==> src/rtl/ascon_block_packer_pkg.sv <==
// rtl/ascon_block_packer_pkg.sv - shared constants, segment types and FSM encoding for the ASCON block packer
package ascon_block_packer_pkg;

    localparam int         RATE_BYTES_DEF = 8;
    localparam logic [7:0] PAD_BYTE       = 8'h80;

    localparam logic SEG_AD = 1'b0;
    localparam logic SEG_PT = 1'b1;

    typedef enum logic [1:0] {
        FILL = 2'd0,
        OUT  = 2'd1,
        PAD  = 2'd2
    } state_t;

endpackage

==> src/rtl/ascon_block_packer_if.sv <==
// rtl/ascon_block_packer_if.sv - byte input stream and packed block output bundle of the ASCON block packer
interface ascon_block_packer_if #(
    parameter int RATE_BYTES = 8
);
    localparam int CW = $clog2(RATE_BYTES + 1);

    logic [7:0]              s_data;
    logic                    s_valid;
    logic                    s_ready;
    logic                    s_last;
    logic                    s_type;
    logic                    s_empty;

    logic [8*RATE_BYTES-1:0] m_block;
    logic [CW-1:0]           m_bytes;
    logic                    m_type;
    logic                    m_last;
    logic                    m_valid;
    logic                    m_ready;

    logic                    err;

    // Packer side: consumes bytes, produces blocks.
    modport slave (
        input  s_data, s_valid, s_last, s_type, s_empty, m_ready,
        output s_ready, m_block, m_bytes, m_type, m_last, m_valid, err
    );

    // Environment side: feeds bytes, absorbs blocks.
    modport master (
        output s_data, s_valid, s_last, s_type, s_empty, m_ready,
        input  s_ready, m_block, m_bytes, m_type, m_last, m_valid, err
    );

endinterface

==> src/rtl/ascon_block_packer.sv <==
// rtl/ascon_block_packer.sv - packs AD/PT bytes into big-endian rate blocks with ASCON 10* padding
module ascon_block_packer
    import ascon_block_packer_pkg::*;
#(
    parameter int RATE_BYTES = RATE_BYTES_DEF
) (
    input  logic                 clk,
    input  logic                 rst,
    ascon_block_packer_if.slave  bus
);

    localparam int CW = $clog2(RATE_BYTES + 1);
    localparam int BW = 8 * RATE_BYTES;
    localparam int IW = $clog2(BW);

    state_t          r_state;
    logic [CW-1:0]   r_cnt;
    logic [BW-1:0]   r_block;
    logic [CW-1:0]   r_bytes;
    logic            r_type;
    logic            r_last;
    logic            r_pad_pend;
    logic            r_in_seg;
    logic            r_seg_type;
    logic            r_err;

    logic            w_s_ready;
    logic            w_accept;
    logic            w_empty;
    logic [CW-1:0]   w_cnt_inc;
    logic            w_full;
    logic [IW-1:0]   w_lsb_cur;
    logic [IW-1:0]   w_lsb_nxt;

    assign w_s_ready = rst && (r_state == FILL);
    assign w_accept  = bus.s_valid && w_s_ready;
    assign w_empty   = bus.s_last && bus.s_empty;
    assign w_cnt_inc = r_cnt + CW'(1);
    assign w_full    = (w_cnt_inc == CW'(RATE_BYTES));

    // Slot 0 is the most significant byte; the next slot only matters when the block is not full.
    assign w_lsb_cur = IW'((RATE_BYTES - 1 - int'(r_cnt)) * 8);
    assign w_lsb_nxt = IW'((RATE_BYTES - 2 - int'(r_cnt)) * 8);

    assign bus.s_ready = w_s_ready;
    assign bus.m_block = r_block;
    assign bus.m_bytes = r_bytes;
    assign bus.m_type  = r_type;
    assign bus.m_last  = r_last;
    assign bus.m_valid = (r_state == OUT) || (r_state == PAD);
    assign bus.err     = r_err;

    // Packing FSM: fill byte slots, present the block, then an optional padding-only block.
    always_ff @(posedge clk or negedge rst) begin
        if (!rst) begin
            r_state    <= FILL;
            r_cnt      <= '0;
            r_block    <= '0;
            r_bytes    <= '0;
            r_type     <= 1'b0;
            r_last     <= 1'b0;
            r_pad_pend <= 1'b0;
            r_in_seg   <= 1'b0;
            r_seg_type <= 1'b0;
            r_err      <= 1'b0;
        end else begin
            case (r_state)
                FILL: begin
                    if (w_accept) begin
                        if (r_cnt == '0) begin
                            r_type <= bus.s_type;
                        end
                        // A type change inside an unfinished segment is flagged but the byte is still packed.
                        if (r_in_seg && (bus.s_type != r_seg_type)) begin
                            r_err <= 1'b1;
                        end
                        if (!r_in_seg) begin
                            r_seg_type <= bus.s_type;
                        end
                        r_in_seg <= !bus.s_last;
                        r_block[w_lsb_cur +: 8] <= w_empty ? PAD_BYTE : bus.s_data;

                        if (w_empty) begin
                            r_bytes <= r_cnt;
                            r_last  <= 1'b1;
                            r_cnt   <= '0;
                            r_state <= OUT;
                        end else if (w_full) begin
                            // A segment ending exactly on the rate boundary needs a separate padding block.
                            r_bytes    <= CW'(RATE_BYTES);
                            r_last     <= 1'b0;
                            r_pad_pend <= bus.s_last;
                            r_cnt      <= '0;
                            r_state    <= OUT;
                        end else if (bus.s_last) begin
                            r_block[w_lsb_nxt +: 8] <= PAD_BYTE;
                            r_bytes <= w_cnt_inc;
                            r_last  <= 1'b1;
                            r_cnt   <= '0;
                            r_state <= OUT;
                        end else begin
                            r_cnt <= w_cnt_inc;
                        end
                    end
                end
                OUT: begin
                    if (bus.m_ready) begin
                        if (r_pad_pend) begin
                            r_block <= {PAD_BYTE, {(BW-8){1'b0}}};
                            r_bytes <= '0;
                            r_last  <= 1'b1;
                            r_state <= PAD;
                        end else begin
                            r_block <= '0;
                            r_state <= FILL;
                        end
                    end
                end
                PAD: begin
                    if (bus.m_ready) begin
                        r_pad_pend <= 1'b0;
                        r_block    <= '0;
                        r_state    <= FILL;
                    end
                end
                default: begin
                    r_state <= FILL;
                end
            endcase
        end
    end

endmodule

==> src/flat_wrapper.sv <==
// flat-port wrapper written by rule: the top's interface ports become plain ports
module ascon_block_packer_flat import ascon_block_packer_pkg::*;
#(
    parameter int RATE_BYTES = RATE_BYTES_DEF
)
  (clk, rst, bus_s_data, bus_s_valid, bus_s_last, bus_s_type, bus_s_empty, bus_m_ready, bus_s_ready, bus_m_block, bus_m_bytes, bus_m_type, bus_m_last, bus_m_valid, bus_err);
  ascon_block_packer_if #(.RATE_BYTES(RATE_BYTES)) bus_i ();
  input  logic clk;
  input  logic rst;
  input wire logic [$bits(bus_i.s_data)-1:0] bus_s_data;
  input wire logic [$bits(bus_i.s_valid)-1:0] bus_s_valid;
  input wire logic [$bits(bus_i.s_last)-1:0] bus_s_last;
  input wire logic [$bits(bus_i.s_type)-1:0] bus_s_type;
  input wire logic [$bits(bus_i.s_empty)-1:0] bus_s_empty;
  input wire logic [$bits(bus_i.m_ready)-1:0] bus_m_ready;
  output wire logic [$bits(bus_i.s_ready)-1:0] bus_s_ready;
  output wire logic [$bits(bus_i.m_block)-1:0] bus_m_block;
  output wire logic [$bits(bus_i.m_bytes)-1:0] bus_m_bytes;
  output wire logic [$bits(bus_i.m_type)-1:0] bus_m_type;
  output wire logic [$bits(bus_i.m_last)-1:0] bus_m_last;
  output wire logic [$bits(bus_i.m_valid)-1:0] bus_m_valid;
  output wire logic [$bits(bus_i.err)-1:0] bus_err;
  assign bus_i.s_data = bus_s_data;
  assign bus_i.s_valid = bus_s_valid;
  assign bus_i.s_last = bus_s_last;
  assign bus_i.s_type = bus_s_type;
  assign bus_i.s_empty = bus_s_empty;
  assign bus_i.m_ready = bus_m_ready;
  assign bus_s_ready = bus_i.s_ready;
  assign bus_m_block = bus_i.m_block;
  assign bus_m_bytes = bus_i.m_bytes;
  assign bus_m_type = bus_i.m_type;
  assign bus_m_last = bus_i.m_last;
  assign bus_m_valid = bus_i.m_valid;
  assign bus_err = bus_i.err;
  ascon_block_packer #(.RATE_BYTES(RATE_BYTES)) u_core (.clk(clk), .rst(rst), .bus(bus_i));
endmodule
==> config.mk <==
export PLATFORM = sky130hd
export DESIGN_NAME = ascon_block_packer_flat
export DESIGN_NICKNAME = d
export VERILOG_FILES = /design/src/rtl/ascon_block_packer_pkg.sv /design/src/rtl/ascon_block_packer_if.sv /design/src/rtl/ascon_block_packer.sv /design/src/flat_wrapper.sv
export SDC_FILE = /design/constraint.sdc
export NUM_CORES = 1
export LEC_CHECK = 0
export ABC_AREA = 1
export BUFFER_PORTS_ARGS = -buffer_cell sky130_fd_sc_hd__buf_2
export CORE_ASPECT_RATIO = 1.5
export CORE_UTILIZATION = 45
export CTS_CLUSTER_DIAMETER = 30
export DETAILED_ROUTE_END_ITERATION = 10
export PLACE_DENSITY_LB_ADDON = 0.1
export SETUP_SLACK_MARGIN = 0.1
export SYNTH_ARGS = -nofsm -noshare
export SYNTH_HDL_FRONTEND = slang
export SYNTH_SLANG_ARGS = --single-unit
==> constraint.sdc <==
create_clock -name clk -period 2.15 [get_ports clk]
set_input_delay 0.215 -clock clk [delete_from_list [all_inputs] [get_ports clk]]
set_output_delay 0.215 -clock clk [all_outputs]
set_load 0.01 [all_outputs]
# Word level (Yosys, flattened, before mapping)
# Index checks and enable logic that the tools add are counted.
totals:
  regBits: 80
  input_bits: 15
  output_inout_bits: 73
  elab_cells: 91
op_classes:
  add_sub_neg: 5
  n_eq_ne: 11
  shifts: 4
  mux: 41
  bitwise_logic: 1
  n_reduce_logical: 19
ops:
  columns: ["cell", "n"]
  rows:
  - ["2-to-1 mux 64 bit", 7]
  - ["one-hot mux 64 bit (3 select lines)", 1]
  - ["bitwise mux 64 bit", 2]
  - ["variable shift 8 x 8 -> 64 bit, first input constant", 2]
  - ["indexed part select 8 x 8 -> 64 bit", 1]
  - ["indexed part select 8 x 8 -> 64 bit, first input constant", 1]
  - ["2-to-1 mux 4 bit", 9]
  - ["negator 6 -> 8 bit", 2]
  - ["2-to-1 mux 2 bit", 7]
  - ["2-to-1 mux 1 bit", 10]
  - ["AND reduction 5 bit", 2]
  - ["AND reduction 3 bit", 3]
  - ["2-to-1 mux 8 bit", 1]
  - ["one-hot mux 4 bit (2 select lines)", 1]
  - ["AND reduction 4 bit", 2]
  - ["inequality test 2 x 1 -> 1 bit, second input constant", 3]
  - ["inequality test 2 bit, second input constant", 3]
  - ["one-hot mux 2 bit (3 select lines)", 1]
  - ["subtractor 3 bit, first input constant", 2]
  - ["adder 4 x 1 -> 4 bit, second input constant", 1]
  - ["equality test 4 bit, second input constant", 1]
  - ["logical AND 1 bit", 4]
  - ["logical NOT 4 bit", 1]
  - ["inequality test 4 x 2 -> 1 bit, second input constant", 1]
  - ["other kinds (11)", 13]

# Logic depth before layout (Yosys ltp)
logic_depth:
  depth_word: 10
  mapped_depth: 12
  ltp_nobuf: 12

# Least setup slack after synthesis
# Ideal clock, no wire load.
synth_timing:
  path_kind: "register -> register"
  start: "register u_core.r_cnt[0]"
  end: "register u_core.r_block[56], in the netlist u_core.bus.m_block[56]"
  setup_ns: 0.136
  arrival_ns: 1.872
  required_time_ns: 2.014
  slack_ns: 0.143
  stages_incl_launch_ff: 9
  n_path_buf: 1
  period_less_slack_ns: 2.007
  cell_sequence: "dfrtp_1 -> ha_1 -> ha_1 -> inv_1 -> nand3_1 -> nand3b_1 -> clkbuf_1 -> o21ai_0 -> a21oi_1"
synth_between:
  elab_chain_cells: 10
  elab_cells_between_ends: 17
  classes_between: "5 x add/sub; 1 x eq/ne; 4 x shift; 7 x mux"
synth_rtl:
  columns: ["element", "line_no", "rtl"]
  rows:
  - ["start, declared", "ascon_block_packer.sv:17", "logic [CW-1:0] r_cnt;"]
  - ["start signal, assigned", "ascon_block_packer.sv:102", "r_cnt <= w_cnt_inc;"]
  - ["subtractor 3 bit", "ascon_block_packer.sv:42", "assign w_lsb_cur = IW'((RATE_BYTES - 1 - int'(r_cnt)) * 8);"]
  - ["negator 6 -> 8 bit", "ascon_block_packer.sv:81", "r_block[w_lsb_cur +: 8] <= w_empty ? PAD_BYTE : bus.s_data;"]
  - ["indexed part select 8 x 8 -> 64 bit or variable shift 8 x 8 -> 64 bit (tied branches)", "ascon_block_packer.sv:81", null]
  - ["bitwise mux 64 bit", "ascon_block_packer.sv:81", null]
  - ["bitwise mux 64 bit", "ascon_block_packer.sv:96", "r_block[w_lsb_nxt +: 8] <= PAD_BYTE;"]
  - ["2-to-1 mux 64 bit", "ascon_block_packer.sv:95", "end else if (bus.s_last) begin"]
  - ["2-to-1 mux 64 bit", "ascon_block_packer.sv:88", "end else if (w_full) begin"]
  - ["2-to-1 mux 64 bit (*)", "ascon_block_packer.sv:83", "if (w_empty) begin"]
  - ["2-to-1 mux 64 bit (*)", "ascon_block_packer.sv:69", "if (w_accept) begin"]
  - ["one-hot mux 64 bit (3 select lines) (*)", "ascon_block_packer.sv:67", "case (r_state)"]
  - ["end signal, assigned by index", "ascon_block_packer.sv:81", null]
  - ["end signal, assigned", "ascon_block_packer.sv:109", "r_block <= {PAD_BYTE, {(BW-8){1'b0}}};"]
  - ["end, declared", "ascon_block_packer.sv:18", "logic [BW-1:0] r_block;"]
# Mark *: on every way between the ends. The rest lies on a longest branch, timed or not. The select of a mux whose other input is x is not followed.
# A chain may end at the register's enable or synchronous reset.

# Worst setup path after layout
layout_timing:
  start: "register u_core.r_cnt[1]"
  end: "register u_core.r_block[28], in the netlist u_core.bus.m_block[28]"
# The elaborated chain is that of the path after synthesis.

==> qor_table.md <==
| Parameter | This run |
| --- | --- |
| Fraction of layout instances using a drive strength above 1 | 29.32% |
| Synth Area per Inst | 7.666 um^2 |
| Run status | finished, final reports clean |
| IR drop worst, VDD | 0.0008816 V |
| Relative slew slack | 31.84% |
| Largest net degree at the start of global routing | 81 |
| Class of the worst hold path | in -> reg |
| Max Clock Freq | 508.5 MHz |
| Antenna cells | 0 |
| Final ANT Viol Nets | 0 |
| Share of total power in the clock network | 18.7% |
| TritonRoute pass-1 iters | 5 |
| Crit-path slowest cell | sky130_fd_sc_hd__dfrtp_2 |
| Synth-to-layout area growth | 30.93% |
| Fraction of the yosys area taken by sequential cells | 46.55% |
| Weighted congestion at the end of routability-driven global placement | 1.047 |
| Worst Path Max Fanout | 7 |
| Final Util | 60.84% |
| Starting density of the core | 46.47% |
| Post-synthesis cell area | 4300 um^2 |
| Die X-Extent | 81.82 um |
| Proportion of power drawn by flip-flops and latches | 26.0% |
| Core area | 9254 um^2 |
| Port buffer count | 87 |
| Switch share | 44.47% |
| Maximum count of clock buffers along a single path | 2 |
| Leading cell types in the layout, fill and taps excluded | sky130_fd_sc_hd__nand2_1, sky130_fd_sc_hd__buf_2, sky130_fd_sc_hd__dfrtp_1 |
| Hold buffers post-CTS | 0 |
| Reg-to-reg setup timing slack | 0.18 ns |
| Number of synthesized register bits | 80 |
| Hold violation count in the final report | 0 |
| Total Nets Final | 712 |
| Max-slew violation total from the final report | 0 |
| Number of max-capacitance violations reported | 0 |
| Global-route wire length before repair | 19.45 mm |
| Number of distinct standard cells referenced by the synthesized netlist | 29 |
| Number of vias in the routed layout | 4173 |
| Kind of capture point of the worst setup path | register |
| Kind of launch point of the worst setup path | register |
| Clk pin slew, worst setup/hold paths | 0.05 ns |
| Areal power density over the cells | 1552 nW/um^2 |
| Die Area | 9960 um^2 |
| Starting DRC count in detailed routing | 196 |
| Lkg Pwr | 0.003025 uW |
| Row Count | 43 |
| Logic pwr share | 55.2% |
| Half-perimeter wire length after detailed placement | 9.105 mm |
| Final wirelength | 12.58 mm |
| Net Switching | 3886 uW |
| Clock tree from TritonCTS | yes |
| Clock root buffer | sky130_fd_sc_hd__clkbuf_16 |
| Number of global-route vias before repair | 3981 |
| Avg WL per Cell | 15.70 um |
| Actual transition at the worst max-transition pin | 1.022 ns |
| CTS sink cnt | 80 |
| Count of unresolved DRC violations after routing | 0 |
| Ordered cell list for the critical path | ha_2 -> inv_2 -> nand2_1 -> nand2_2 -> ha_4 -> buf_4 -> nand2_1 -> inv_2 -> nand3_1 -> nor2_2 -> nand2_2 -> nand2_4 -> nor2_1 |
| Setup Crit Path Kind | reg -> reg |
| Synthesized instance count | 561 |
| Stage delay of the slowest cell on the critical path | 0.42 ns |
| Synth warn | 0 |
| Final setup violation count | 0 |
| PnR worst setup slack | 0.1834 ns |
| Clock Latency Late Sink | 0.35 ns |
| Net count after synthesis | 589 |
| Share of the clock period used by the worst path | 91.47% |
| Height of the chip | 121.7 um |
| All-layer global routing usage | 26.22% |
| Placed cell count | 778 |
| Top Ports | 88 |
| H-tree depth | 3 |
| Data required time at the worst endpoint | 2.38 ns |
| Sum of negative setup slack | 0 ns |
| Most common cell after layout, fill and taps aside | sky130_fd_sc_hd__nand2_1 |
| Internal Power | 4853 uW |
| Final worst clock skew | 0.007783 ns |
| Setup repair after global routing missed its margin | yes |
| TritonCTS Buffers | 9 |
| Multi-input gate area in the final layout | 2148 um^2 |
| Post-layout power | 8739 uW |
| Via count normalized by instance count | 5.210 |
| Number of fill cells in the layout | 872 |
| GR Overflow Total | 0 |
| Data arrival time at the worst-slack endpoint | 2.20 ns |
| Storage element area | 2004 um^2 |
| Antenna violations before repair | 0 |
| Post-placement worst setup slack | -0.08567 ns |
| Final Critical Period | 1.967 ns |
| Post-layout instance count excluding filler cells | 801 |
-- path summary, 6_finish.rpt --
| path | startpoint | end | cells after the start |
|---|---|---|---|
| max | u_core.r_cnt[1]$_DFFE_PN0P_ | u_core.bus.m_block[28]$_DFFE_PN0P_ | 13 |
| min | bus_s_type | u_core.bus.m_type$_DFFE_PN0P_ | 3 |
| max reg2reg | u_core.r_cnt[1]$_DFFE_PN0P_ | u_core.bus.m_block[28]$_DFFE_PN0P_ | 13 |
| min reg2reg | u_core.bus.err$_DFFE_PN0P_ | u_core.bus.err$_DFFE_PN0P_ | 1 |
| max in group asynchronous | rst | u_core.bus.m_block[45]$_DFFE_PN0P_ | 2 |
| min in group asynchronous | rst | u_core.bus.m_last$_DFFE_PN0P_ | 2 |
-- logic make-up (layout without fill, tap and decap cells) --
kind of cell             after synthesis  after routing  share of synthesized area [%]
AO/OA/AOI/OAI                        119            119                          14.20
flip-flops                            80             80                          46.55
adder cells (fa/ha/maj)               13             13                          3.782
XOR/XNOR                               2              2                         0.4074
AND/OR/NAND/NOR                      268            268                          27.00
buffers and inverters                 79            207                          8.059
-- worst max-delay path: cells and delay by family (launching register included) --
kind	cells	cell delay, ns
adders and majority gates	2	0.49
DFF	1	0.42
buffers and inverters	3	0.25
and+or+nand+nor	8	0.71
-- cell type report --
type                    count  share of cell area (%)
multi-input cells         402                   38.16
inverters                  61                   4.178
clock buffers              13                   4.444
flip-flops and latches     80                   35.60
clock inverters             3                   1.156
repair inverters            1                  0.1333
well taps                 112                   2.489
repair buffers            129                   13.84
-- routing by layer --
| metal | part of all wire [%] | GRT usage, % | vias to the layer above | wire (um) |
|---|---|---|---|---|
| met1 | 41 | 31.36 | 1976 | 5190 |
| met3 | 4.4 | 4.944 | 29 | 550 |
| li1 | - | - | 2049 | - |
| met5 | 0 | 0 | - | 0 |
| met2 | 51 | 44.01 | 119 | 6430 |
| met4 | 3.2 | 13.16 | 0 | 407 |
-- Yosys cell counts --
library cell,count,area share [%]
sky130_fd_sc_hd__nand2_1,141,12
sky130_fd_sc_hd__dfrtp_1,80,47
sky130_fd_sc_hd__nor2_1,76,6.6
sky130_fd_sc_hd__inv_1,59,5.1
sky130_fd_sc_hd__o21ai_0,46,5.4
sky130_fd_sc_hd__o21ai_1,35,4.1
sky130_fd_sc_hd__a21oi_1,30,3.5
sky130_fd_sc_hd__nand3_1,28,3.3
sky130_fd_sc_hd__ha_1,13,3.8
sky130_fd_sc_hd__clkbuf_1,7,0.61
sky130_fd_sc_hd__buf_4,5,0.87
sky130_fd_sc_hd__nand4_1,5,0.73
sky130_fd_sc_hd__o22ai_1,5,0.73
sky130_fd_sc_hd__buf_6,4,1.0
sky130_fd_sc_hd__nand2_4,4,1.0
sky130_fd_sc_hd__nand3b_1,4,0.70
sky130_fd_sc_hd__nor3_1,3,0.35
sky130_fd_sc_hd__inv_2,2,0.17
sky130_fd_sc_hd__nor2_4,2,0.52
sky130_fd_sc_hd__nor2_8,2,0.93
sky130_fd_sc_hd__xor2_1,2,0.41
sky130_fd_sc_hd__a21oi_2,1,0.20
sky130_fd_sc_hd__a31o_2,1,0.20
sky130_fd_sc_hd__a31oi_1,1,0.15
sky130_fd_sc_hd__and2_1,1,0.15
sky130_fd_sc_hd__buf_1,1,0.087
sky130_fd_sc_hd__clkbuf_2,1,0.12
sky130_fd_sc_hd__nand3_2,1,0.23
sky130_fd_sc_hd__nor2_2,1,0.15
-- through the flow --
| step | instance area (um^2) | hold WS (ns) |
|---|---|---|
| floorplan | 4300 | -0.08059 |
| global placement | 5031 | 0.4450 |
| detailed placement | 5031 | 0.4603 |
| CTS | 5406 | 0.1434 |
| global route | 5630 | 0.1711 |
| finish | 5630 | 0.1425 |
-- power by group through the flow --
stage / Clock (uW) / Combinational, uW / Sequential [uW]
final: 1640 / 4820 / 2280
after global routing: 1710 / 5330 / 2330
after CTS: 1670 / 4490 / 2260
after detailed placement: 0 / 4380 / 2280
after global placement: 0 / 4320 / 2270
after floorplan: 0 / 2710 / 2530
-- sequential cells by signal, indices dropped and copies added (netlist names) --
name                count
u_core.bus.err          1
u_core.bus.m_block     64
u_core.bus.m_bytes      4
u_core.bus.m_last       1
u_core.bus.m_type       1
u_core.r_cnt            4
u_core.r_in_seg         1
u_core.r_pad_pend       1
u_core.r_seg_type       1
u_core.r_state          2
-- repair_timing --
action / in CTS / in global routing
pin swaps: 2 / 11
setup buffers: 2 / 3
cloned: 0 / 2
setup endpoints to repair: 39 / 72
gates resized for setup: 6 / 52
(Power assumes the default switching activity.)
